## src/rtl/ram_arbiter.sv

```systemverilog
// ram_arbiter: two-requester round-robin arbiter and sequencer for a single-port
// synchronous-read RAM (ram_en=1 write, ram_en=0 read).
// One command in flight at a time: IDLE -> ISSUE -> (write) IDLE
//                                              -> (read)  WAIT x RD_LAT -> RESP -> IDLE
// Optional per-requester grant counters are compiled in with `define RAM_ARB_PERF_EN.
`timescale 1ns/1ps
module ram_arbiter #(
  parameter int ADDR_W = 10,
  parameter int DATA_W = 8,
  parameter int RD_LAT = 1   // ram read latency in clocks, 1..4
) (
  input  logic              clk,
  input  logic              rst,
  input  logic              req0_valid,
  input  logic              req0_we,
  input  logic [ADDR_W-1:0] req0_addr,
  input  logic [DATA_W-1:0] req0_wdata,
  output logic              req0_ready,
  output logic              rsp0_valid,
  output logic [DATA_W-1:0] rsp0_rdata,
  input  logic              req1_valid,
  input  logic              req1_we,
  input  logic [ADDR_W-1:0] req1_addr,
  input  logic [DATA_W-1:0] req1_wdata,
  output logic              req1_ready,
  output logic              rsp1_valid,
  output logic [DATA_W-1:0] rsp1_rdata,
`ifdef RAM_ARB_PERF_EN
  input  logic              cnt_clr,
  output logic [15:0]       grant_cnt0,
  output logic [15:0]       grant_cnt1,
`endif
  output logic              ram_en,
  output logic [ADDR_W-1:0] ram_address,
  output logic [DATA_W-1:0] ram_datain,
  input  logic [DATA_W-1:0] ram_dataout
);

  typedef enum logic [1:0] {
    ST_IDLE  = 2'd0,
    ST_ISSUE = 2'd1,
    ST_WAIT  = 2'd2,
    ST_RESP  = 2'd3
  } state_e;

  // Last WAIT count value; the capture happens on the edge that ends that cycle.
  localparam logic [1:0] WAIT_LAST = 2'(RD_LAT - 1);

  state_e              state_q;
  logic                last_grant_q;   // id of the most recent grant; reset 1 so req0 wins the first tie
  logic                id_q;           // requester that owns the command in flight
  logic                we_q;
  logic [1:0]          wait_cnt_q;
  logic                ram_en_q;
  logic [ADDR_W-1:0]   ram_address_q;
  logic [DATA_W-1:0]   ram_datain_q;
  logic                rsp0_valid_q;
  logic                rsp1_valid_q;
  logic [DATA_W-1:0]   rsp0_rdata_q;
  logic [DATA_W-1:0]   rsp1_rdata_q;

  logic                any_valid;
  logic                sel_id;
  logic                accept;
  logic                cmd_we;
  logic [ADDR_W-1:0]   cmd_addr;
  logic [DATA_W-1:0]   cmd_wdata;

  // Round-robin selection: a lone requester wins; on a tie the one not granted last wins.
  always_comb begin
    // NOTE: every always_comb output gets a default first so no path can leave it
    // unassigned and infer a latch.
    sel_id    = 1'b0;
    any_valid = req0_valid | req1_valid;
    if (req0_valid && req1_valid) begin
      sel_id = ~last_grant_q;
    end else begin
      sel_id = req1_valid;
    end
  end

  assign accept     = (state_q == ST_IDLE) && any_valid;
  assign req0_ready = accept && !sel_id;
  assign req1_ready = accept &&  sel_id;

  assign cmd_we    = sel_id ? req1_we    : req0_we;
  assign cmd_addr  = sel_id ? req1_addr  : req0_addr;
  assign cmd_wdata = sel_id ? req1_wdata : req0_wdata;

  // Sequencer FSM with registered ram and response outputs.
  always_ff @(posedge clk or posedge rst) begin
    if (rst) begin
      state_q       <= ST_IDLE;
      last_grant_q  <= 1'b1;
      id_q          <= 1'b0;
      we_q          <= 1'b0;
      wait_cnt_q    <= '0;
      ram_en_q      <= 1'b0;
      ram_address_q <= '0;
      ram_datain_q  <= '0;
      rsp0_valid_q  <= 1'b0;
      rsp1_valid_q  <= 1'b0;
      rsp0_rdata_q  <= '0;
      rsp1_rdata_q  <= '0;
    end else begin
      // NOTE: state is updated with non-blocking assignments so every register
      // samples pre-edge values regardless of statement order.
      ram_en_q     <= 1'b0;
      rsp0_valid_q <= 1'b0;
      rsp1_valid_q <= 1'b0;
      case (state_q)
        ST_IDLE: begin
          if (accept) begin
            id_q          <= sel_id;
            we_q          <= cmd_we;
            last_grant_q  <= sel_id;
            ram_address_q <= cmd_addr;
            ram_datain_q  <= cmd_wdata;
            ram_en_q      <= cmd_we;
            state_q       <= ST_ISSUE;
          end
        end
        ST_ISSUE: begin
          // The ram samples address (and data on a write) at the end of this cycle.
          wait_cnt_q <= '0;
          state_q    <= we_q ? ST_IDLE : ST_WAIT;
        end
        ST_WAIT: begin
          if (wait_cnt_q == WAIT_LAST) begin
            if (id_q) begin
              rsp1_rdata_q <= ram_dataout;
              rsp1_valid_q <= 1'b1;
            end else begin
              rsp0_rdata_q <= ram_dataout;
              rsp0_valid_q <= 1'b1;
            end
            state_q <= ST_RESP;
          end else begin
            wait_cnt_q <= wait_cnt_q + 2'd1;
          end
        end
        ST_RESP: begin
          state_q <= ST_IDLE;
        end
        default: begin
          state_q <= ST_IDLE;
        end
      endcase
    end
  end

  assign ram_en      = ram_en_q;
  assign ram_address = ram_address_q;
  assign ram_datain  = ram_datain_q;
  assign rsp0_valid  = rsp0_valid_q;
  assign rsp1_valid  = rsp1_valid_q;
  assign rsp0_rdata  = rsp0_rdata_q;
  assign rsp1_rdata  = rsp1_rdata_q;

`ifdef RAM_ARB_PERF_EN
  logic [15:0] cnt0_q, cnt0_d;
  logic [15:0] cnt1_q, cnt1_d;
  logic        grant0;
  logic        grant1;

  assign grant0 = req0_valid && req0_ready;
  assign grant1 = req1_valid && req1_ready;

  // Saturating grant counters; a clear wins over a coincident grant.
  always_comb begin
    cnt0_d = cnt0_q;
    cnt1_d = cnt1_q;
    if (cnt_clr) begin
      cnt0_d = '0;
      cnt1_d = '0;
    end else begin
      if (grant0 && (cnt0_q != 16'hFFFF)) cnt0_d = cnt0_q + 16'd1;
      if (grant1 && (cnt1_q != 16'hFFFF)) cnt1_d = cnt1_q + 16'd1;
    end
  end

  // Counter registers.
  always_ff @(posedge clk or posedge rst) begin
    if (rst) begin
      cnt0_q <= '0;
      cnt1_q <= '0;
    end else begin
      cnt0_q <= cnt0_d;
      cnt1_q <= cnt1_d;
    end
  end

  assign grant_cnt0 = cnt0_q;
  assign grant_cnt1 = cnt1_q;
`endif

endmodule

```

## config.mk

```make
export PLATFORM = sky130hd
export DESIGN_NAME = ram_arbiter
export DESIGN_NICKNAME = d
export VERILOG_FILES = /design/src/rtl/ram_arbiter.sv
export SDC_FILE = /design/constraint.sdc
export NUM_CORES = 1
export LEC_CHECK = 0
export CORE_UTILIZATION = 44
export CTS_CLUSTER_SIZE = 30
export DETAILED_ROUTE_END_ITERATION = 8
export GPL_TIMING_DRIVEN = 0
export PLACE_DENSITY = 0.85
export SLEW_MARGIN = 5
export SYNTH_ARGS = -nofsm -noshare
export SYNTH_HDL_FRONTEND = slang
export SYNTH_SLANG_ARGS = --single-unit
export TNS_END_PERCENT = 30
```

## constraint.sdc

```tcl
create_clock -name clk -period 2.55 [get_ports clk]
set_input_delay 0.6375 -clock clk [delete_from_list [all_inputs] [get_ports clk]]
set_output_delay 0.6375 -clock clk [all_outputs]
set_load 0.05 [all_outputs]
```

* After elaboration in Yosys (flattened, before gate mapping)
Cells that the tools add are included.
Cells by class: add/subtract/negate cells 1, reductions and logical operators 13, bitwise operators 3, equal/unequal tests 6, muxes and demuxes 18
Operators by type and width (count):
- $mux 1 | 10
- $mux 10 | 1
- $mux 2 | 4
- $mux 8 | 1
- $pmux 2 s4 | 1
- $ne 2x2->1 const B | 3
- $reduce_and 2->1 | 3
- $reduce_and 3->1 | 2
- $eq 2x2->1 const B | 2
- $logic_and 1x1->1 | 4
- $logic_not 2->1 | 2
- $pmux 2 s2 | 1
- $add 2x1->2 const B | 1
- $eq 2x1->1 const B | 1
- $not 1->1 | 2
- $reduce_bool 2->1 | 1
- $logic_not 1->1 | 1
- $or 1x1->1 | 1
Word-level totals: bits of input ports 50, output and inout bits 39, word-level logic and storage cells 53, bits in registers 44

* Longest topological paths before layout
Gate-level depths: netlist of the first run.
depth after elaboration 5, mapped depth 6, gate-level depth less buffers 5

* Worst setup path after synthesis of the first run
No wires, ideal clock.
path kind input to output, start point in req0_valid, end point out req1_ready, data arrival time 1.189 ns, path buffers 1, path slack 0.723 ns, stages 4, data required time 1.913 ns, path through nand2_1 nand3_1 inv_1 buf_2
On the way: longest elaborated chain between the ends 3, elaborated cells on any way between the ends 5, classes of those cells mux (1); bitwise (1); reduce/logical (3)
Ends and longest elaborated chain:
- start: declaration | RTL line 14 | input logic req0_valid,
- $or 1x1->1 or $logic_and 1x1->1 (tied branches) | RTL line 74, 75
- $logic_and 1x1->1 or $mux 1 (tied branches) | RTL line 82, 75
- $logic_and 1x1->1 * | RTL line 84 | assign req1_ready = accept && sel_id;
- end: declaration | RTL line 25 | output logic req1_ready,
Every way passes the cells marked *; elsewhere a longest branch is shown, timed or not.

* Final worst setup path of the first run
Same ends and word-level chain as after synthesis.

==> flow_summary.yaml, run 1 <==
placed_design:
  portBuffers: 88
  gp_congestion: 0.753
  hpwlAfterDp_mm: 3.11
sta:
  drv_slew: 0
  relSlewSlack_pct: 64.6
  max_clock_freq_ghz: 0.402
  worst_pin_slew_ns: 0.529
  hold_viol: 0
  period_share_pct: 97.6
  setup_viol: 0
  worst_hold_slack_ns: 0.483
  rsz0062_at_grt: "false"
  finClkSkew_ns: 0.00375
  min_period_ns: 2.49
hold_path:
  whs_endpoint: "wait_cnt_q[1]"
  min_path_cells: 2
  hold_path_class: "flip-flop to flip-flop"
  worstHoldStart: "wait_cnt_q[1]"
cts:
  clkTransAtPathRegs_ns: 0.08
  cts_max_level: 2
  clock_latency_ns: 0.29
  cts_sinks: 44
  clockBufferDepth: 2
  cts_tree: "yes"
  post_cts_buffers: 0
  clockRootBuffer: "clkbuf_8"
  cts_resized: 11
  numCtsBuffers: 5
  hold_buffers: 0
drt:
  vias: 1509
  drtAntennaViolNets: 0
  dr.pass1.iters: 4
  drtIter0Drc: 72
  drt-wirelength-per-cell_um: 14.8
  viasPerCell: 5.26
  drc_errors: 0
  wirelength_mm: 4.24
yosys:
  synth_cells: 140
  synthArstFlopShare_pct: 100
  yosysTopAreaCell: "dfrtp_1"
  synth_edf_count: 0
  synth_area_um2: 1870
  postSynthAreaPerCell_um2: 13.3
  synth_flop_cell: "dfrtp_1"
  yosysWarningCount: 0
  synth_cell_types: 22
  yosysSeqAreaShare_pct: 59.0
  synth.area.top_cells: "dfrtp_1 (58%), mux2_2 (10%), a221o_1 (10%), o21a_1 (8.4%), buf_6 (1.8%)"
  ys_seq_elements: 44
  synth_nets: 191
  synth_top_area_share_pct: 57.6
global_routing:
  grt_usage_pct: 21.2
  grt_pass1_vias: 1557
  grt_max_degree: 26
  grt_pass1_wl_mm: 7.02
  antenna_found_initial: 0
  grt.overflow.total: 0
die:
  num_rows: 23
  die_area_um2: 4510
  start_util_pct: 46.4
  die_y_um: 67.2
  ioPinCount: 89
  die_w_um: 67.2
  coreArea_um2: 4030
worst_setup_path:
  end_kind: "output pin"
  reg2reg_depth: 5
  slowest_stage: "clkdlybuf4s50_1"
  timing.rr.start: "wait_cnt_q[0]"
  path_class: "input pin to output pin"
  crit_chain: "clkdlybuf4s50_1, nand2_1, nand3_1, inv_1, clkbuf_4, buf_4"
  r2r-end: "rsp0_rdata[7]"
  worstPathArrival_ns: 1.85
  crit_path_start_kind: "input pin"
  worstPathRequired_ns: 1.91
  reg2reg_slack_ns: 0.81
  cp_max_fo: 10
  critical-path-max-stage-delay_ns: 0.45
pwr:
  power.total_w: 0.00424
  irDropWorstVdd_v: 0.000674
  power_leakage_nw: 1.24
  power.density_nw_per_um2: 1440
run:
  cap_violations: 0
layout:
  drive_gt1_share_pct: 16.0
  area_delta_synth_final_pct: 57.0
  final.fill_count: 303
  fin_nets: 287
  antenna_cells: 0
  layout_commonest_cell: "clkdlybuf4s50_1"
  final_cell_mix: "clkdlybuf4s50_1 (86), dfrtp_1 (43), o21a_1 (21)"
status:
  status: "complete, no violations"
-- sequential cells by signal, summed over array words and instances, names as in the netlist, named ones only --
name          flops
id_q              1
last_grant_q      1
ram_address      10
ram_datain        8
ram_en            1
rsp0_rdata        8
rsp0_valid        1
rsp1_rdata        8
rsp1_valid        1
state_q           1
wait_cnt_q        2
we_q              1
-- critical path, delay by kind of cell --
kind,cells,cell delay (ns)
buf+inv,4,1.00
simple gates,2,0.22
-- where the power goes --
part           switching (W)  internal (W)
registers           0.000173       0.00103
clock network       0.000221      0.000220
logic                0.00155       0.00104
-- cell type report --
| cell class | count | area [µm²] | share of cell area [%] |
|---|---|---|---|
| Inverter | 5 | 18.8 | 0.640 |
| Buffer | 9 | 66.3 | 2.26 |
| Multi-Input combinational cell | 82 | 686 | 23.4 |
| Clock buffer | 7 | 86.3 | 2.94 |
| Sequential cell | 44 | 1100 | 37.6 |
| Tap cell | 50 | 62.6 | 2.13 |
| Timing Repair Buffer | 89 | 903 | 30.8 |
| Clock inverter | 1 | 7.51 | 0.256 |
-- logic make-up (layout without fill, tap and decap cells) --
logic type | count (synthesis) | after routing | synth area share, %
compound gates | 46 | 46 | 20.4
fa+ha+maj | 1 | 1 | 0.670
buf+inv | 14 | 111 | 4.29
flops | 44 | 44 | 59.0
mux | 18 | 18 | 10.8
simple gates | 17 | 17 | 4.82
-- worst max path at each step --
stage / startpoint / to / depth (start not counted)
floorplan: req0_valid / req1_ready / 4
global placement: req0_valid / req1_ready / 6
detailed placement: req0_valid / req1_ready / 6
CTS: req1_valid / req0_ready / 5
global route: req0_valid / req1_ready / 6
finish: req0_valid / req1_ready / 6
-- per-stage QoR --
| stage | instance area [µm²] | instances | TNS [ns] | setup WS (ns) | util (%) |
|---|---|---|---|---|---|
| after floorplan | 1870 | 140 | 0 | 0.723 | - |
| after global placement | 2810 | 278 | -1.04 | -0.520 | 69.8 |
| after global routing | 2930 | 287 | 0 | 0.00926 | 72.8 |
| final | 2930 | 287 | 0 | 0.0618 | 72.8 |
| after detailed placement | 2840 | 279 | -1.08 | -0.540 | 70.5 |
| after CTS | 2930 | 287 | 0 | 0.00670 | 72.6 |
-- synthesized netlist by cell type (2+ instances only) --
cell type and number:
nand3b_1 2, buf_2 4, nor2_1 4, a221o_1 19, o21ai_0 5, nand2_1 5
inv_1 5, buf_6 3, o21a_1 21, clkbuf_1 2, mux2_2 17, dfrtp_1 43
-- metal layers --
layer  share of wire, %  track usage (%)
met2                 49             34.6
met4                1.5             8.78
met5                  0                0
met3                8.0             7.09
met1                 42             25.5
No activity file was read; power rests on OpenSTA's default activity.
==> run 2: changes to the inputs <==
Settings changed: MAX_ROUTING_LAYER from default to met4, TNS_END_PERCENT 30 to default.
==> run 2 against run 1 <==
  * Critical path depth unchanged
  * Design area unchanged
  * Final cell count unchanged
  * Largest cell class unchanged
==> flow_summary.yaml, run 2 (synthesis gave the netlist of run 1 again) <==
die:
  die_y_um: 67.2
  start_util_pct: 46.4
  die_area_um2: 4510
  coreArea_um2: 4030
  die_w_um: 67.2
  num_rows: 23
  ioPinCount: 89
cts:
  cts_sinks: 44
  hold_buffers: 0
  clkTransAtPathRegs_ns: 0.08
  cts_max_level: 2
  cts_tree: "yes"
  numCtsBuffers: 5
  clockRootBuffer: "clkbuf_8"
  clock_latency_ns: 0.29
  clockBufferDepth: 2
drt:
  drtAntennaViolNets: 0
  viasPerCell: 5.27
  vias: 1512
  dr.pass1.iters: 4
  wirelength_mm: 4.22
  drc_errors: 0
  drtIter0Drc: 66
  drt-wirelength-per-cell_um: 14.7
worst_setup_path:
  cp_max_fo: 10
  crit_path_start_kind: "input pin"
  worstPathRequired_ns: 1.91
  critPathLaunch: "req0_valid"
  r2r-end: "rsp0_rdata[7]"
  reg2reg_slack_ns: 0.81
  end_kind: "output pin"
  path_class: "input pin to output pin"
  reg2reg_depth: 5
  worstPathArrival_ns: 1.85
  timing.rr.start: "wait_cnt_q[0]"
  critPathCapture: "req1_ready"
layout:
  antenna_cells: 0
  layout_commonest_cell: "clkdlybuf4s50_1"
  fin_nets: 287
  final_cell_mix: "clkdlybuf4s50_1 (86), dfrtp_1 (43), o21a_1 (21)"
  largest_reg_flops: 10
  drive_gt1_share_pct: 16.0
  area_delta_synth_final_pct: 57.0
sta:
  setup_viol: 0
  min_period_ns: 2.49
  hold_viol: 0
  max_clock_freq_ghz: 0.402
  finClkSkew_ns: 0.00619
  period_share_pct: 97.6
  rsz0062_at_grt: "false"
  worst_pin_slew_ns: 0.528
  relSlewSlack_pct: 64.7
  worst_hold_slack_ns: 0.483
  finalSetupTns_ns: 0
  drv_slew: 0
placed_design:
  hpwlAfterDp_mm: 3.11
  gp_congestion: 0.763
  portBuffers: 88
global_routing:
  grt_max_degree: 26
  grt_usage_pct: 21.9
  grt.overflow.total: 0
  grt_pass1_vias: 1562
  grt_pass1_wl_mm: 7.03
  antenna_found_initial: 0
pwr:
  irDropWorstVdd_v: 0.000674
  power.density_nw_per_um2: 1450
  power_leakage_nw: 1.24
run:
  cap_violations: 0
status:
  status: "complete, no violations"
hold_path:
  hold_path_class: "flip-flop to flip-flop"
[run 2: cell counts in the layout (fill, tap and decap cells not counted)]
Identical to the previous run, type by type.
[run 2: cell type report]
| cell class | count | area (µm²) |
|---|---|---|
| inverters | 5 | 18.8 |
| repair buffers | 89 | 903 |
| clock buffers | 7 | 86.3 |
| clock inverters | 1 | 7.51 |
| multi-input cells | 82 | 686 |
| fillers | 303 | 1100 |
| plain buffers | 9 | 66.3 |
| well taps | 50 | 62.6 |
| flip-flops and latches | 44 | 1100 |
[run 2: stage by stage]
step	instances	power (W)	worst slack (ns)	util [%]	cell area, µm²
after floorplan	140	0.00297	0.723	-	1870
after global placement	278	0.00377	-0.520	69.8	2810
after detailed placement	279	0.00382	-0.540	70.5	2840
after CTS	287	0.00427	0.00670	72.6	2930
after global routing	287	0.00447	0.00926	72.8	2930
final	287	0.00424	0.0599	72.8	2930
[run 2: what timing repair did]
action                     in CTS  in global routing
buffers inserted                0                  0
setup endpoints to repair       2                  2
gates cloned                    0                  0
resized for setup              11                  4
[run 2: report_power, final]
part | switching (W) | internal (W) | total [W] | leakage (nW)
registers | 0.000174 | 0.00103 | 0.00120 | 0.537
clock network | 0.000222 | 0.000220 | 0.000442 | 0.0445
logic | 0.00155 | 0.00104 | 0.00259 | 0.661
total | 0.00195 | 0.00229 | 0.00424 | 1.24
[run 2: worst min path at each step]
stage	startpoint	endpoint	slack [ns]	cells after the start
CTS	wait_cnt_q[1]	wait_cnt_q[1]	0.49	2
finish	wait_cnt_q[1]	wait_cnt_q[1]	0.48	2
global route	wait_cnt_q[1]	wait_cnt_q[1]	0.53	2
detailed placement	wait_cnt_q[1]	wait_cnt_q[1]	0.47	2
floorplan	wait_cnt_q[1]	wait_cnt_q[1]	0.45	2
global placement	wait_cnt_q[1]	wait_cnt_q[1]	0.47	2
[run 2: worst max-delay path, stage by stage]
cell and delay [ns]:
clkdlybuf4s50_1 0.45, nand2_1 0.09, nand3_1 0.13, inv_1 0.12
clkbuf_4 0.21, buf_4 0.22
[run 2: per-layer routing]
metal  vias to the layer above  wire, µm  GRT usage (%)
met5                         -         0              -
met4                         0        27           6.38
met3                         2       286           7.94
met2                        59      2100           34.8
met1                       735      1810           26.1
li1                        716         -              -
==> run 3: changes to the inputs <==
Settings changed: CELL_PAD_IN_SITES_DETAIL_PLACEMENT from default to 1, CELL_PAD_IN_SITES_GLOBAL_PLACEMENT from default to 2, CORE_UTILIZATION 44 to 27, PLACE_DENSITY 0.85 to default, PLACE_DENSITY_LB_ADDON from default to 0.1.
Clock period 2.55 ns to 3.1 ns, I/O delays scaled along.
==> run 3 against run 2 <==
  * Design area rose by 1.6%
  * Combinational power decreased by 17%
  * First-iteration DRC count shrank 41%
  * Non-clock buffer count is the same
  * Routed wire length is 22% higher
  * Sequential power down 17%
  * Via count rose by 0.93%
  * Clock skew increased by 0.0035 ns
  * Sequential cell count is the same
  * Worst hold slack better by 0.013 ns
  * Total power shrank 15%
  * Critical endpoint is now req0_ready
  * Largest cell class unchanged
==> flow_summary.yaml, run 3 (synthesis gave the netlist of run 1 again) <==
worst_setup_path:
  cp_max_fo: 10
  crit_path_start_kind: "input pin"
  path_class: "input pin to output pin"
  timing.rr.start: "wait_cnt_q[0]"
  crit_chain: "clkdlybuf4s50_1, nand2b_1, and3_1, buf_2, clkdlybuf4s15_2"
  reg2reg_slack_ns: 1.38
  end_kind: "output pin"
  worstPathArrival_ns: 2.18
  critical-path-max-stage-delay_ns: 0.46
  critPathLaunch: "req1_valid"
  slowest_stage: "clkdlybuf4s50_1"
  r2r-end: "rsp0_rdata[7]"
  critPathCapture: "req0_ready"
  worstPathRequired_ns: 2.32
  reg2reg_depth: 5
pwr:
  p_sw_w: 0.00165
  irDropWorstVdd_v: 0.000450
  internal_power_w: 0.00194
  power_leakage_nw: 1.25
  p_comb_share_pct: 59.8
  pwr-share-seq_pct: 27.8
  power.density_nw_per_um2: 1200
  power_switching_share_pct: 45.9
  p_clk_share_pct: 12.4
die:
  num_rows: 29
  ioPinCount: 89
  die_area_um2: 7260
  start_util_pct: 28.6
  coreArea_um2: 6530
  die_w_um: 85.2
  die_y_um: 85.2
cts:
  cts_resized: 6
  clock_latency_ns: 0.30
  cts_sinks: 44
  clockBufferDepth: 2
  cts_max_level: 2
  cts_tree: "yes"
  hold_buffers: 0
  numCtsBuffers: 5
  post_cts_buffers: 0
  clockRootBuffer: "clkbuf_8"
  clkTransAtPathRegs_ns: 0.09
sta:
  period_share_pct: 95.3
  drv_slew: 0
  worst_pin_slew_ns: 0.556
  setup_viol: 0
  relSlewSlack_pct: 62.8
  max_clock_freq_ghz: 0.338
  rsz0062_at_grt: "false"
  finClkSkew_ns: 0.00972
  min_period_ns: 2.96
  hold_viol: 0
drt:
  wirelength_mm: 5.13
  drc_errors: 0
  dr.pass1.iters: 3
  drt-wirelength-per-cell_um: 16.3
  vias: 1526
  viasPerCell: 4.86
  drtAntennaViolNets: 0
  drtIter0Drc: 39
layout:
  layout.cells.non_filler: 314
  fin_nets: 287
  largest_reg_flops: 10
  layout_commonest_cell: "clkdlybuf4s50_1"
  area_delta_synth_final_pct: 59.5
  drive_gt1_share_pct: 16.5
  final_cell_mix: "clkdlybuf4s50_1 (86), dfrtp_1 (43), o21a_1 (21)"
  antenna_cells: 0
  fin_area_um2: 2980
placed_design:
  portBuffers: 88
  placed_cells: 306
  placedInstanceArea_um2: 2870
  hpwlAfterDp_mm: 3.80
  gp_congestion: 0.686
status:
  status: "complete, no violations"
global_routing:
  grt_busiest_layer: "met2"
  grt_use_met3_pct: 4.09
  grt_max_degree: 33
  grt_pass1_vias: 1756
  grt_usage_pct: 15.9
  globalRouteMet1Util_pct: 18.1
  grt_util_met2_pct: 27.9
  antenna_found_initial: 0
  grt_pass1_wl_mm: 8.60
  grt.overflow.total: 0
hold_path:
  worstHoldStart: "last_grant_q"
  hold_path_class: "flip-flop to flip-flop"
run:
  cap_violations: 0
-- run 3: power groups by stage --
| stage | logic, W | clock network, W | registers, W |
|---|---|---|---|
| floorplan | 0.000638 | 0 | 0.00181 |
| global placement | 0.00212 | 0 | 0.000988 |
| detailed placement | 0.00216 | 0 | 0.00101 |
| CTS | 0.00216 | 0.000461 | 0.00100 |
| global route | 0.00225 | 0.000493 | 0.00104 |
| finish | 0.00214 | 0.000445 | 0.000997 |
-- run 3: per-layer routing --
| layer | share of wire [%] | vias up |
|---|---|---|
| met1 | 43 | 743 |
| li1 | - | 718 |
| met4 | 0.94 | 0 |
| met2 | 51 | 60 |
| met3 | 5.8 | 5 |
| met5 | 0 | - |
-- run 3: area by class of cell --
class                      instances  area (µm²)
multi-input combinational         82         686
fill                             705        3550
buffer                             9        61.3
clock inverter                     3        42.5
tap                               77        96.3
sequential                        44        1100
timing repair buffer              89         903
inverter                           5        18.8
clock buffer                       5        68.8
-- run 3: metrics by stage --
step / total power [W] / worst slack, ns / TNS (ns) / hold slack, ns / util (%)
2_1_floorplan: 0.00244 / 0.998 / 0 / 0.449 / -
3_3_place_gp: 0.00311 / -0.292 / -0.575 / 0.460 / 43.6
3_5_place_dp: 0.00317 / -0.302 / -0.600 / 0.482 / 43.9
4_1_cts: 0.00363 / 0.126 / 0 / 0.495 / 45.6
5_1_grt: 0.00378 / 0.0767 / 0 / 0.536 / 45.6
6_report: 0.00358 / 0.145 / 0 / 0.497 / 45.6
-- run 3: how the worst min path moves through the flow --
stage / to / slack, ns / cells after the start
final: last_grant_q / 0.50 / 2
after global routing: wait_cnt_q[1] / 0.54 / 2
after CTS: last_grant_q / 0.49 / 2
after detailed placement: last_grant_q / 0.48 / 2
after global placement: wait_cnt_q[1] / 0.46 / 2
after floorplan: wait_cnt_q[1] / 0.45 / 2
-- run 3: worst max-delay path, delay by kind of cell --
kind | cells | cell delay [ns]
buffers and inverters | 3 | 1.10
and+or+nand+nor | 2 | 0.30
